`src/rtl/card_shoe_if.sv`:
```
// ============================================================================
// Module   : card_shoe_if
// Brief    : Request/card bundle between the game FSM and the card shoe.
// Revision : 1.0 - initial release
// ============================================================================
`default_nettype none

interface card_shoe_if;
    logic       i_request;
    logic       i_reshuffle;
    logic       i_seedStrobe;
    logic [5:0] o_card;
    logic       o_cardValid;
    logic       o_busy;
    logic       o_empty;
    logic       o_lowCards;
    logic [7:0] o_cardsRemaining;

    modport slave (
        input  i_request, i_reshuffle, i_seedStrobe,
        output o_card, o_cardValid, o_busy, o_empty, o_lowCards, o_cardsRemaining
    );

    modport master (
        output i_request, i_reshuffle, i_seedStrobe,
        input  o_card, o_cardValid, o_busy, o_empty, o_lowCards, o_cardsRemaining
    );
endinterface

`default_nettype wire

```
`src/rtl/card_shoe.sv`:
```
// ============================================================================
// Module   : card_shoe
// Brief    : NUM_DECKS x 52 card shoe with in-place Fisher-Yates shuffle.
//            Define CARD_SHOE_ORDERED_DECK_EN to skip shuffling (fill order).
// Revision : 1.0 - initial release
// ============================================================================
`default_nettype none

module card_shoe #(
    parameter int NUM_DECKS           = 1,
    parameter int RESHUFFLE_THRESHOLD = 15
) (
    input  wire logic    i_clk,
    input  wire logic    i_reset,
    card_shoe_if.slave   bus
);

    localparam int         c_N         = 52 * NUM_DECKS;
    localparam int         c_IW        = $clog2(c_N);
    localparam logic [7:0] c_N8        = 8'(c_N);
    localparam logic [7:0] c_LAST      = 8'(c_N - 1);
    localparam logic [7:0] c_LOW       = 8'(RESHUFFLE_THRESHOLD);
    localparam logic [15:0] c_LFSR_SEED = 16'hACE1;
    localparam logic [15:0] c_LFSR_TAPS = 16'hB400;

    typedef enum logic [2:0] {
        S_FILL      = 3'd0,
        S_SHUF_PICK = 3'd1,
        S_SHUF_SWAP = 3'd2,
        S_RELOAD    = 3'd3,
        S_READY     = 3'd4,
        S_EMPTY     = 3'd5
    } stateT;

`ifdef CARD_SHOE_ORDERED_DECK_EN
    localparam stateT c_AFTER_FILL   = S_READY;
    localparam stateT c_AFTER_RESHUF = S_RELOAD;
`else
    localparam stateT c_AFTER_FILL   = S_SHUF_PICK;
    localparam stateT c_AFTER_RESHUF = S_SHUF_PICK;
`endif

    stateT       r_state;
    stateT       w_nextState;
    logic [5:0]  r_mem [0:c_N-1];
    logic [7:0]  r_idx;
    logic [7:0]  r_j;
    logic [7:0]  r_ptr;
    logic [7:0]  r_remaining;
    logic [3:0]  r_fillRank;
    logic [1:0]  r_fillSuit;
    logic [5:0]  r_card;
    logic        r_cardValid;
    logic [15:0] r_lfsr;
    logic [15:0] r_cycleCount;
    logic        w_deal;
    logic        w_restart;
    logic [7:0]  w_iPlus1;
    logic [7:0]  w_pick;
    logic [15:0] w_lfsrStep;
    logic [15:0] w_lfsrSeeded;

    // ------------------------------------------------------------------
    // Entropy source
    // ------------------------------------------------------------------
    assign w_lfsrStep   = {1'b0, r_lfsr[15:1]} ^ (r_lfsr[0] ? c_LFSR_TAPS : 16'h0000);
    assign w_lfsrSeeded = w_lfsrStep ^ r_cycleCount;

    always_ff @(posedge i_clk) begin
        if (i_reset) begin
            r_lfsr       <= c_LFSR_SEED;
            r_cycleCount <= 16'd0;
        end else begin
            r_cycleCount <= r_cycleCount + 16'd1;
            if (bus.i_seedStrobe)
                r_lfsr <= (w_lfsrSeeded == 16'd0) ? c_LFSR_SEED : w_lfsrSeeded;
            else
                r_lfsr <= w_lfsrStep;
        end
    end

    // Scaling a 16-bit uniform value by (i+1) keeps j within 0..i without a divider.
    assign w_iPlus1 = r_idx + 8'd1;
    assign w_pick   = 8'(({8'd0, r_lfsr} * {16'd0, w_iPlus1}) >> 16);

    // ------------------------------------------------------------------
    // Control FSM
    // ------------------------------------------------------------------
    always_ff @(posedge i_clk) begin
        if (i_reset)
            r_state <= S_FILL;
        else
            r_state <= w_nextState;
    end

    always_comb begin
        w_nextState = r_state;
        w_deal      = 1'b0;
        w_restart   = 1'b0;
        case (r_state)
            S_FILL: begin
                if (r_idx == c_LAST)
                    w_nextState = c_AFTER_FILL;
            end
            S_SHUF_PICK: w_nextState = S_SHUF_SWAP;
            S_SHUF_SWAP: w_nextState = (r_idx == 8'd1) ? S_READY : S_SHUF_PICK;
            S_RELOAD:    w_nextState = S_READY;
            S_READY: begin
                if (bus.i_reshuffle) begin
                    w_restart   = 1'b1;
                    w_nextState = c_AFTER_RESHUF;
                end else if (bus.i_request) begin
                    w_deal = 1'b1;
                    if (r_remaining == 8'd1)
                        w_nextState = S_EMPTY;
                end
            end
            S_EMPTY: begin
                if (bus.i_reshuffle) begin
                    w_restart   = 1'b1;
                    w_nextState = c_AFTER_RESHUF;
                end
            end
            default: w_nextState = S_FILL;
        endcase
    end

    // ------------------------------------------------------------------
    // Datapath
    // ------------------------------------------------------------------
    always_ff @(posedge i_clk) begin
        if (i_reset) begin
            r_idx       <= 8'd0;
            r_j         <= 8'd0;
            r_ptr       <= 8'd0;
            r_remaining <= c_N8;
            r_fillRank  <= 4'd1;
            r_fillSuit  <= 2'd0;
            r_card      <= 6'd0;
            r_cardValid <= 1'b0;
        end else begin
            r_cardValid <= w_deal;
            case (r_state)
                S_FILL: begin
                    // Parking the index at N-1 hands the shuffle its starting i.
                    r_idx <= (r_idx == c_LAST) ? c_LAST : r_idx + 8'd1;
                    if (r_fillRank == 4'd13) begin
                        r_fillRank <= 4'd1;
                        r_fillSuit <= r_fillSuit + 2'd1;
                    end else begin
                        r_fillRank <= r_fillRank + 4'd1;
                    end
                end
                S_SHUF_PICK: r_j   <= w_pick;
                S_SHUF_SWAP: r_idx <= r_idx - 8'd1;
                S_READY, S_EMPTY: begin
                    if (w_restart) begin
                        r_ptr       <= 8'd0;
                        r_remaining <= c_N8;
                        r_idx       <= c_LAST;
                    end else if (w_deal) begin
                        r_card      <= r_mem[r_ptr[c_IW-1:0]];
                        r_ptr       <= r_ptr + 8'd1;
                        r_remaining <= r_remaining - 8'd1;
                    end
                end
                default: ;
            endcase
        end
    end

    // Card storage carries no reset; the fill pass always rewrites every slot.
    always_ff @(posedge i_clk) begin
        if (!i_reset) begin
            if (r_state == S_FILL) begin
                r_mem[r_idx[c_IW-1:0]] <= {r_fillRank, r_fillSuit};
            end else if (r_state == S_SHUF_SWAP) begin
                r_mem[r_idx[c_IW-1:0]] <= r_mem[r_j[c_IW-1:0]];
                r_mem[r_j[c_IW-1:0]]   <= r_mem[r_idx[c_IW-1:0]];
            end
        end
    end

    assign bus.o_card           = r_card;
    assign bus.o_cardValid      = r_cardValid;
    assign bus.o_busy           = (r_state == S_FILL) || (r_state == S_SHUF_PICK) ||
                                  (r_state == S_SHUF_SWAP) || (r_state == S_RELOAD);
    assign bus.o_empty          = (r_state == S_EMPTY);
    assign bus.o_cardsRemaining = r_remaining;
    assign bus.o_lowCards       = (r_remaining < c_LOW);

endmodule

`default_nettype wire

```
`src/flat_wrapper.sv`:
```
// flat-port wrapper written by rule: the top's interface ports become plain ports
module card_shoe_flat 
#(
    parameter int NUM_DECKS           = 1,
    parameter int RESHUFFLE_THRESHOLD = 15
)
  (i_clk, i_reset, bus_i_request, bus_i_reshuffle, bus_i_seedStrobe, bus_o_card, bus_o_cardValid, bus_o_busy, bus_o_empty, bus_o_lowCards, bus_o_cardsRemaining);
  card_shoe_if bus_i ();
  input  wire logic i_clk;
  input  wire logic i_reset;
  input wire logic [$bits(bus_i.i_request)-1:0] bus_i_request;
  input wire logic [$bits(bus_i.i_reshuffle)-1:0] bus_i_reshuffle;
  input wire logic [$bits(bus_i.i_seedStrobe)-1:0] bus_i_seedStrobe;
  output wire logic [$bits(bus_i.o_card)-1:0] bus_o_card;
  output wire logic [$bits(bus_i.o_cardValid)-1:0] bus_o_cardValid;
  output wire logic [$bits(bus_i.o_busy)-1:0] bus_o_busy;
  output wire logic [$bits(bus_i.o_empty)-1:0] bus_o_empty;
  output wire logic [$bits(bus_i.o_lowCards)-1:0] bus_o_lowCards;
  output wire logic [$bits(bus_i.o_cardsRemaining)-1:0] bus_o_cardsRemaining;
  assign bus_i.i_request = bus_i_request;
  assign bus_i.i_reshuffle = bus_i_reshuffle;
  assign bus_i.i_seedStrobe = bus_i_seedStrobe;
  assign bus_o_card = bus_i.o_card;
  assign bus_o_cardValid = bus_i.o_cardValid;
  assign bus_o_busy = bus_i.o_busy;
  assign bus_o_empty = bus_i.o_empty;
  assign bus_o_lowCards = bus_i.o_lowCards;
  assign bus_o_cardsRemaining = bus_i.o_cardsRemaining;
  card_shoe #(.NUM_DECKS(NUM_DECKS), .RESHUFFLE_THRESHOLD(RESHUFFLE_THRESHOLD)) u_core (.i_clk(i_clk), .i_reset(i_reset), .bus(bus_i));
endmodule
```
`config.mk`:
```
export PLATFORM = sky130hd
export DESIGN_NAME = card_shoe_flat
export DESIGN_NICKNAME = d
export VERILOG_FILES = /design/src/rtl/card_shoe_if.sv /design/src/rtl/card_shoe.sv /design/src/flat_wrapper.sv
export SDC_FILE = /design/constraint.sdc
export NUM_CORES = 1
export LEC_CHECK = 0
export CAP_MARGIN = 20
export CORE_ASPECT_RATIO = 0.9
export CORE_MARGIN = 4
export CORE_UTILIZATION = 50
export CTS_BUF_LIST = sky130_fd_sc_hd__clkbuf_4
export DETAILED_ROUTE_END_ITERATION = 6
export PLACE_DENSITY = 0.66
export SLEW_MARGIN = 40
export SYNTH_ARGS = -nofsm -noshare
export SYNTH_HDL_FRONTEND = slang
export SYNTH_SLANG_ARGS = --single-unit
export TNS_END_PERCENT = 20
```
`constraint.sdc`:
```
create_clock -name i_clk -period 9.05 [get_ports i_clk]
set_input_delay 2.715 -clock i_clk [delete_from_list [all_inputs] [get_ports i_clk]]
set_output_delay 2.715 -clock i_clk [all_outputs]
set_load 0.02 [all_outputs]
```
## Word-level counts from Yosys, hierarchy flattened

Memories as Yosys holds them, arrays and structs flattened. A register that Yosys moved wholly into a read port is not among the register bits.
Index checks and enable logic that the tools add are counted.

| storage, ports and cells | value |
|---|---|
| register bits after elaboration | 72 |
| bits in latches | 0 |
| bits in writable memories | 312 |
| bits in read-only memories | 0 |
| logic and storage cells | 86 |
| memories | 1 |

| cells by class | value |
|---|---|
| add/subtract/negate cells | 7 |
| multiply operators | 1 |
| divide/modulo/power cells | 0 |
| magnitude comparators | 1 |
| equality and inequality tests | 14 |
| shifts and indexed selects | 0 |
| mux-type cells | 35 |
| bitwise logic cells | 4 |
| reductions and logical operators | 13 |

Memory list:

| name | depth | width | read ports | clocked after Yosys merged registers in | wr ports | RTL line | text |
|---|---|---|---|---|---|---|---|
| u_core.r_mem | 52 | 6 | 3 | 3 | 2 | card_shoe.sv:45 | `logic [5:0] r_mem [0:c_N-1];` |

Operators with widths:

| operator | count |
|---|---|
| two-way mux 16 bit | 3 |
| two-way mux 8 bit | 6 |
| two-way mux 6 bit | 5 |
| one-hot mux 8 bit (3 select lines) | 1 |
| multiplier 16 x 8 -> 22 bit | 1 |
| two-way mux 3 bit | 6 |
| one-hot mux 3 bit (6 select lines) | 1 |
| adder 16 x 1 -> 16 bit, second input constant | 1 |
| adder 8 x 1 -> 8 bit, second input constant | 2 |
| == test 8 x 1 -> 1 bit, second input constant | 2 |
| zero test 16 bit | 1 |
| subtractor 8 x 1 -> 8 bit, second input constant | 2 |
| XOR 15 x 16 -> 16 bit | 1 |
| XOR 16 bit | 1 |
| two-way mux 1 bit | 12 |
| == test 8 x 6 -> 1 bit, second input constant | 1 |
| less-than comparator 8 x 4 -> 1 bit, second input constant | 1 |
| == test 3 x 2 -> 1 bit, second input constant | 2 |
| == test 3 bit, second input constant | 2 |
| AND reduction 2 bit | 3 |
| adder 4 x 1 -> 4 bit, second input constant | 1 |
| == test 4 bit, second input constant | 1 |
| two-way mux 4 bit | 1 |
| inequality test 2 x 1 -> 1 bit, second input constant | 2 |
| 14 further kinds | 16 |

## Longest topological paths before layout

| depth | value |
|---|---|
| depth in word-level cells | 7 |
| mapped depth | 21 |

## Worst setup path before layout

Ideal clock, no wire load.

| timing | value |
|---|---|
| kind | register -> register |
| from | reg u_core.r_idx[4] |
| to | reg with a tool-made name |
| arrival time | 5.093 ns |
| data required time | 8.929 ns |
| slack | 3.836 ns |
| cell stages (with the launch flop) | 19 |
| buffers on the path | 2 |
| clock period less this slack | 5.214 ns |
| cells stage by stage | dfxtp_1 > clkbuf_1 > nand3_1 > nor3_1 > xor2_1 > clkbuf_1 > and2_1 > fa_1 > fa_1 > fa_1 > fa_1 > ha_1 > and3_1 > nand3_1 > nor2_1 > a311oi_1 > o21ai_0 > xnor2_1 > a22o_1 |

RTL lines:

| element | RTL line | text |
|---|---|---|
| start: declaration | card_shoe.sv:46 | `logic [7:0] r_idx;` |
| start signal: assignment | card_shoe.sv:146 | `r_idx <= (r_idx == c_LAST) ? c_LAST : r_idx + 8'd1;` |
| start signal: assignment | card_shoe.sv:155 | `S_SHUF_SWAP: r_idx <= r_idx - 8'd1;` |
| start signal: assignment | card_shoe.sv:160 | `r_idx <= c_LAST;` |

==> metrics.md <==
| Metric | Value |
|---|---|
| Adder-cell share of the synthesized area | `7.54%` |
| Critical Path Source Type | `register` |
| Share of synthesized area occupied by flip-flops and latches | `38.7%` |
| 1st-pass router iterations | `7` |
| Maximum number of pins on one net before global-route repair | `61` |
| Placer's final routability congestion estimate | `1.02` |
| Initial Util | `50.5%` |
| Largest family of logic cells by synthesized area | `multiplexers` |
| Hold Vio Cnt, Final | `0` |
| Synth Area in XOR/XNOR | `1.82%` |
| Leading cell types by total area after synthesis | `sky130_fd_sc_hd__edfxtp_1 (33%), sky130_fd_sc_hd__mux4_2 (20%), sky130_fd_sc_hd__a21oi_1 (6.3%), sky130_fd_sc_hd__dfxtp_1 (6.1%), sky130_fd_sc_hd__fa_1 (5.7%)` |
| Average via count per standard cell | `between 6 and 7` |
| Worst hold-check path type | `register to register` |
| Row cnt | `83` |
| Top-count cell post-synth | `sky130_fd_sc_hd__nor2_1` |
| Total number of H-tree levels | `3` |
| Measured slew at the worst slew-check pin | `978 ps` |
| Endpoint class of the critical path | `register` |
| Count of buffers from port buffering | `22` |
| Per-cell routed wire length | `27.1 µm` |
| Critical Path RT | `about 9800 ps` |
| Clock tree root driver cell | `sky130_fd_sc_hd__clkbuf_4` |
| First DRT Iteration DRCs | `about 3.0k` |
| Ratio of total power to cell area | `142 nW/µm²` |
| Synth cell count leaders | `sky130_fd_sc_hd__nor2_1 (426), sky130_fd_sc_hd__a21oi_1 (362), sky130_fd_sc_hd__edfxtp_1 (312)` |
| Max_slew headroom | `between 30% and 40%` |
| Clock-pin slew reported for the worst setup and hold paths after clock tree synthesis | `60 ps` |
| Async S/R FF share, synth | `0%` |
| Vias post-DR | `22.5k` |
| Area delta synth->final | `5.59%` |
| Share of Yosys cell area claimed by the top area cell type | `32.6%` |
| CTS buffer count | `roughly 110` |
| Total of hold buffers inserted after clock tree synthesis | `0` |
| Synth Cell Area | `28700 µm²` |
| Antenna violation net count after detailed routing | `0` |
| Die footprint | `61400 µm²` |
| Post-synth EDFFs | `312` |
| Setup Crit Path Kind | `register to register` |
| Fraction of synthesized area in multiplexers | `21.8%` |
| Max Fanout on Critical Path | `15` |
| Setup repair bufs after CTS | `0` |
| Antenna violations before repair | `2` |
| Violations in the final reports | `DRC` |
| Arrival time at the worst endpoint | `approximately 6800 ps` |
| Number of global-route vias before repair | `21.6k` |
| Unrepaired setup endpoints after global routing | `false` |
| Leakage power figure | `around 10 nW` |
| Area share of and/or/nand/nor cells after synthesis | `12.7%` |
| Number of nets in the synthesized netlist | `2743` |
| Number of remaining DRC errors | `1` |
| Number of distinct library cell variants in the gate-level netlist after synthesis | `76` |
| Net count of the finished layout | `2647` |
| # clock sinks | `400` |
| Number of pins with negative max-slew slack in the final report | `0` |
| Layout cells sized above 1 | `roughly a fifth` |
| Post-route core utilization | `53.3%` |
| First-pass GRT wire length | `138000 µm` |
| Final Setup Violations | `0` |
| TritonCTS clock tree | `yes` |
| Compound-gate portion of the synthesized area | `11.5%` |
| Cell type with the largest total area after synthesis | `sky130_fd_sc_hd__edfxtp_1` |
| Worst hold margin | `474 ps` |
| Yosys reg bits | `400` |
| Max-cap check violation count | `0` |
| Clk Latency, worst-skew pair | `930 ps` |
| Area of the core | `56900 µm²` |
| Fmax | `0.165 GHz` |
| GRT overflow | `0` |
| Final TNS setup | `0 ps` |
| Result of the run | `finished with violations` |
| Width of the die | `roughly 260 µm` |
| CTS resizes | `0` |
| YS warnings | `0` |
| Maximum vdd drop | `86.9 µV` |
| Worst Clk Skew | `85.0 ps` |
| Syn Inst Count | `2614` |
| Maximum clock path buffer count | `3` |
| Number of primary I/O pins | `23` |
| HPWL after DPL | `about 63000 µm` |
| Die height | `between 200 and 250 µm` |
| Post-synth top flop | `sky130_fd_sc_hd__edfxtp_1` |
| Final Cycle Share | `66.9%` |
| Aggregate global-route resource usage | `approximately 30%` |
| Clock period minus worst slack | `slightly above 6000 ps` |
| DRT Wirelength | `91200 µm` |
| Mean Syn Cell Area | `11.0 µm²` |
[final cells by class]
type	instances	area, µm²
diodes	2	5.00
clock buffers	139	1040
clock inverters	44	224
fillers	4965	26600
inverters	92	345
multi-input cells	1860	16100
flip-flops and latches	400	11200
well taps	765	957
repair buffers	59	536
[registers in the layout, indices dropped and copies added, names as in the netlist, named ones only]
| signal | cells |
|---|---|
| u_core.r_idx | 8 |
| u_core.r_cycleCount | 16 |
| u_core.r_lfsr | 16 |
| u_core.r_mem | 312 |
| u_core.r_fillSuit | 2 |
| u_core.r_j | 6 |
| u_core.r_ptr | 6 |
| u_core.bus.o_cardValid | 1 |
| u_core.r_state | 3 |
| u_core.bus.o_card | 6 |
| u_core.r_fillRank | 4 |
| u_core.bus.o_cardsRemaining | 8 |
[metal layers]
layer  global-route usage (%)  vias to the layer above  share of wire, %
met5                        0                        -                 0
met4                     14.8                        0               6.1
met3                     8.23                      345                13
met2                     43.3                     1671                44
met1                     40.5                    11000                37
li1                         -                     9528                 -
[cells by family (layout without fill, tap and decap cells)]
kind of cell / Yosys count / count (layout)
fa+ha+maj: 124 / 124
flops: 400 / 400
mux: 309 / 309
other cells: 0 / 2
simple gates: 803 / 803
xor+xnor: 58 / 58
buf+inv: 354 / 334
compound gates: 566 / 566
[cell usage in the layout, fill, tap and decap left out, types with 8 or more instances in the layout]
master / count
sky130_fd_sc_hd__or3_1: 8
sky130_fd_sc_hd__nor2b_1: 25
sky130_fd_sc_hd__nor2_1: 411
sky130_fd_sc_hd__inv_1: 91
sky130_fd_sc_hd__ha_1: 42
sky130_fd_sc_hd__o21ai_0: 31
sky130_fd_sc_hd__o221ai_1: 14
sky130_fd_sc_hd__xor2_1: 25
sky130_fd_sc_hd__clkdlybuf4s50_1: 21
sky130_fd_sc_hd__nor3_1: 19
sky130_fd_sc_hd__mux2i_1: 32
sky130_fd_sc_hd__nand4_1: 9
sky130_fd_sc_hd__dfxtp_1: 78
sky130_fd_sc_hd__clkbuf_4: 139
sky130_fd_sc_hd__clkinv_1: 30
sky130_fd_sc_hd__nand3b_1: 11
sky130_fd_sc_hd__fa_1: 82
sky130_fd_sc_hd__mux2_2: 26
sky130_fd_sc_hd__o22ai_1: 54
sky130_fd_sc_hd__nand2b_1: 21
sky130_fd_sc_hd__nor2_2: 32
sky130_fd_sc_hd__a22oi_1: 11
sky130_fd_sc_hd__buf_4: 28
sky130_fd_sc_hd__xnor2_1: 29
sky130_fd_sc_hd__and2_1: 76
sky130_fd_sc_hd__mux4_2: 249
sky130_fd_sc_hd__and3_1: 11
sky130_fd_sc_hd__edfxtp_1: 312
sky130_fd_sc_hd__a211oi_1: 9
sky130_fd_sc_hd__nand3_1: 36
sky130_fd_sc_hd__nand2_1: 114
sky130_fd_sc_hd__a21oi_1: 362
[final timing paths]
path,end,start,slack (ps),depth (start not counted)
worst min-delay path,u_core.r_cycleCount[0],u_core.r_cycleCount[0],470,1
worst min register to register,u_core.r_cycleCount[0],u_core.r_cycleCount[0],470,1
worst max register to register,register,u_core.r_idx[2],2990,16
worst max-delay path,register,u_core.r_idx[2],2990,16
[critical path: stages (launching register included)]
cell and delay (ps):
sky130_fd_sc_hd__dfxtp_1 650, sky130_fd_sc_hd__nand3_1 500, sky130_fd_sc_hd__xnor2_2 640, sky130_fd_sc_hd__buf_6 230
sky130_fd_sc_hd__and2_1 160, sky130_fd_sc_hd__fa_1 440, sky130_fd_sc_hd__fa_1 560, sky130_fd_sc_hd__fa_1 430
sky130_fd_sc_hd__fa_1 470, sky130_fd_sc_hd__ha_1 310, sky130_fd_sc_hd__a21o_1 160, sky130_fd_sc_hd__a21oi_1 160
sky130_fd_sc_hd__o22ai_1 100, sky130_fd_sc_hd__a311oi_1 530, sky130_fd_sc_hd__o21ai_0 210, sky130_fd_sc_hd__xnor2_1 160
sky130_fd_sc_hd__a22o_1 210
[where the power goes]
group	total (mW)	internal (mW)	leakage [nW]	switching, mW
Sequential	2.05	2.00	3.57	0.0491
Clock	1.56	0.748	0.753	0.810
Combinational	0.712	0.252	5.94	0.460
Total	4.32	3.00	10.3	1.32
[stage by stage]
step / area [µm²] / total power [mW] / setup WS (ps) / instances
5_1_grt: 30300 / 4.50 / 2660 / 3361
3_3_place_gp: 28900 / 2.75 / 2520 / 3169
2_1_floorplan: 28700 / 2.59 / 3840 / 2614
3_5_place_dp: 28900 / 2.78 / 3030 / 3171
4_1_cts: 30200 / 4.31 / 3020 / 3354
6_report: 30300 / 4.32 / 2990 / 3361
(Power assumes the default switching activity.)
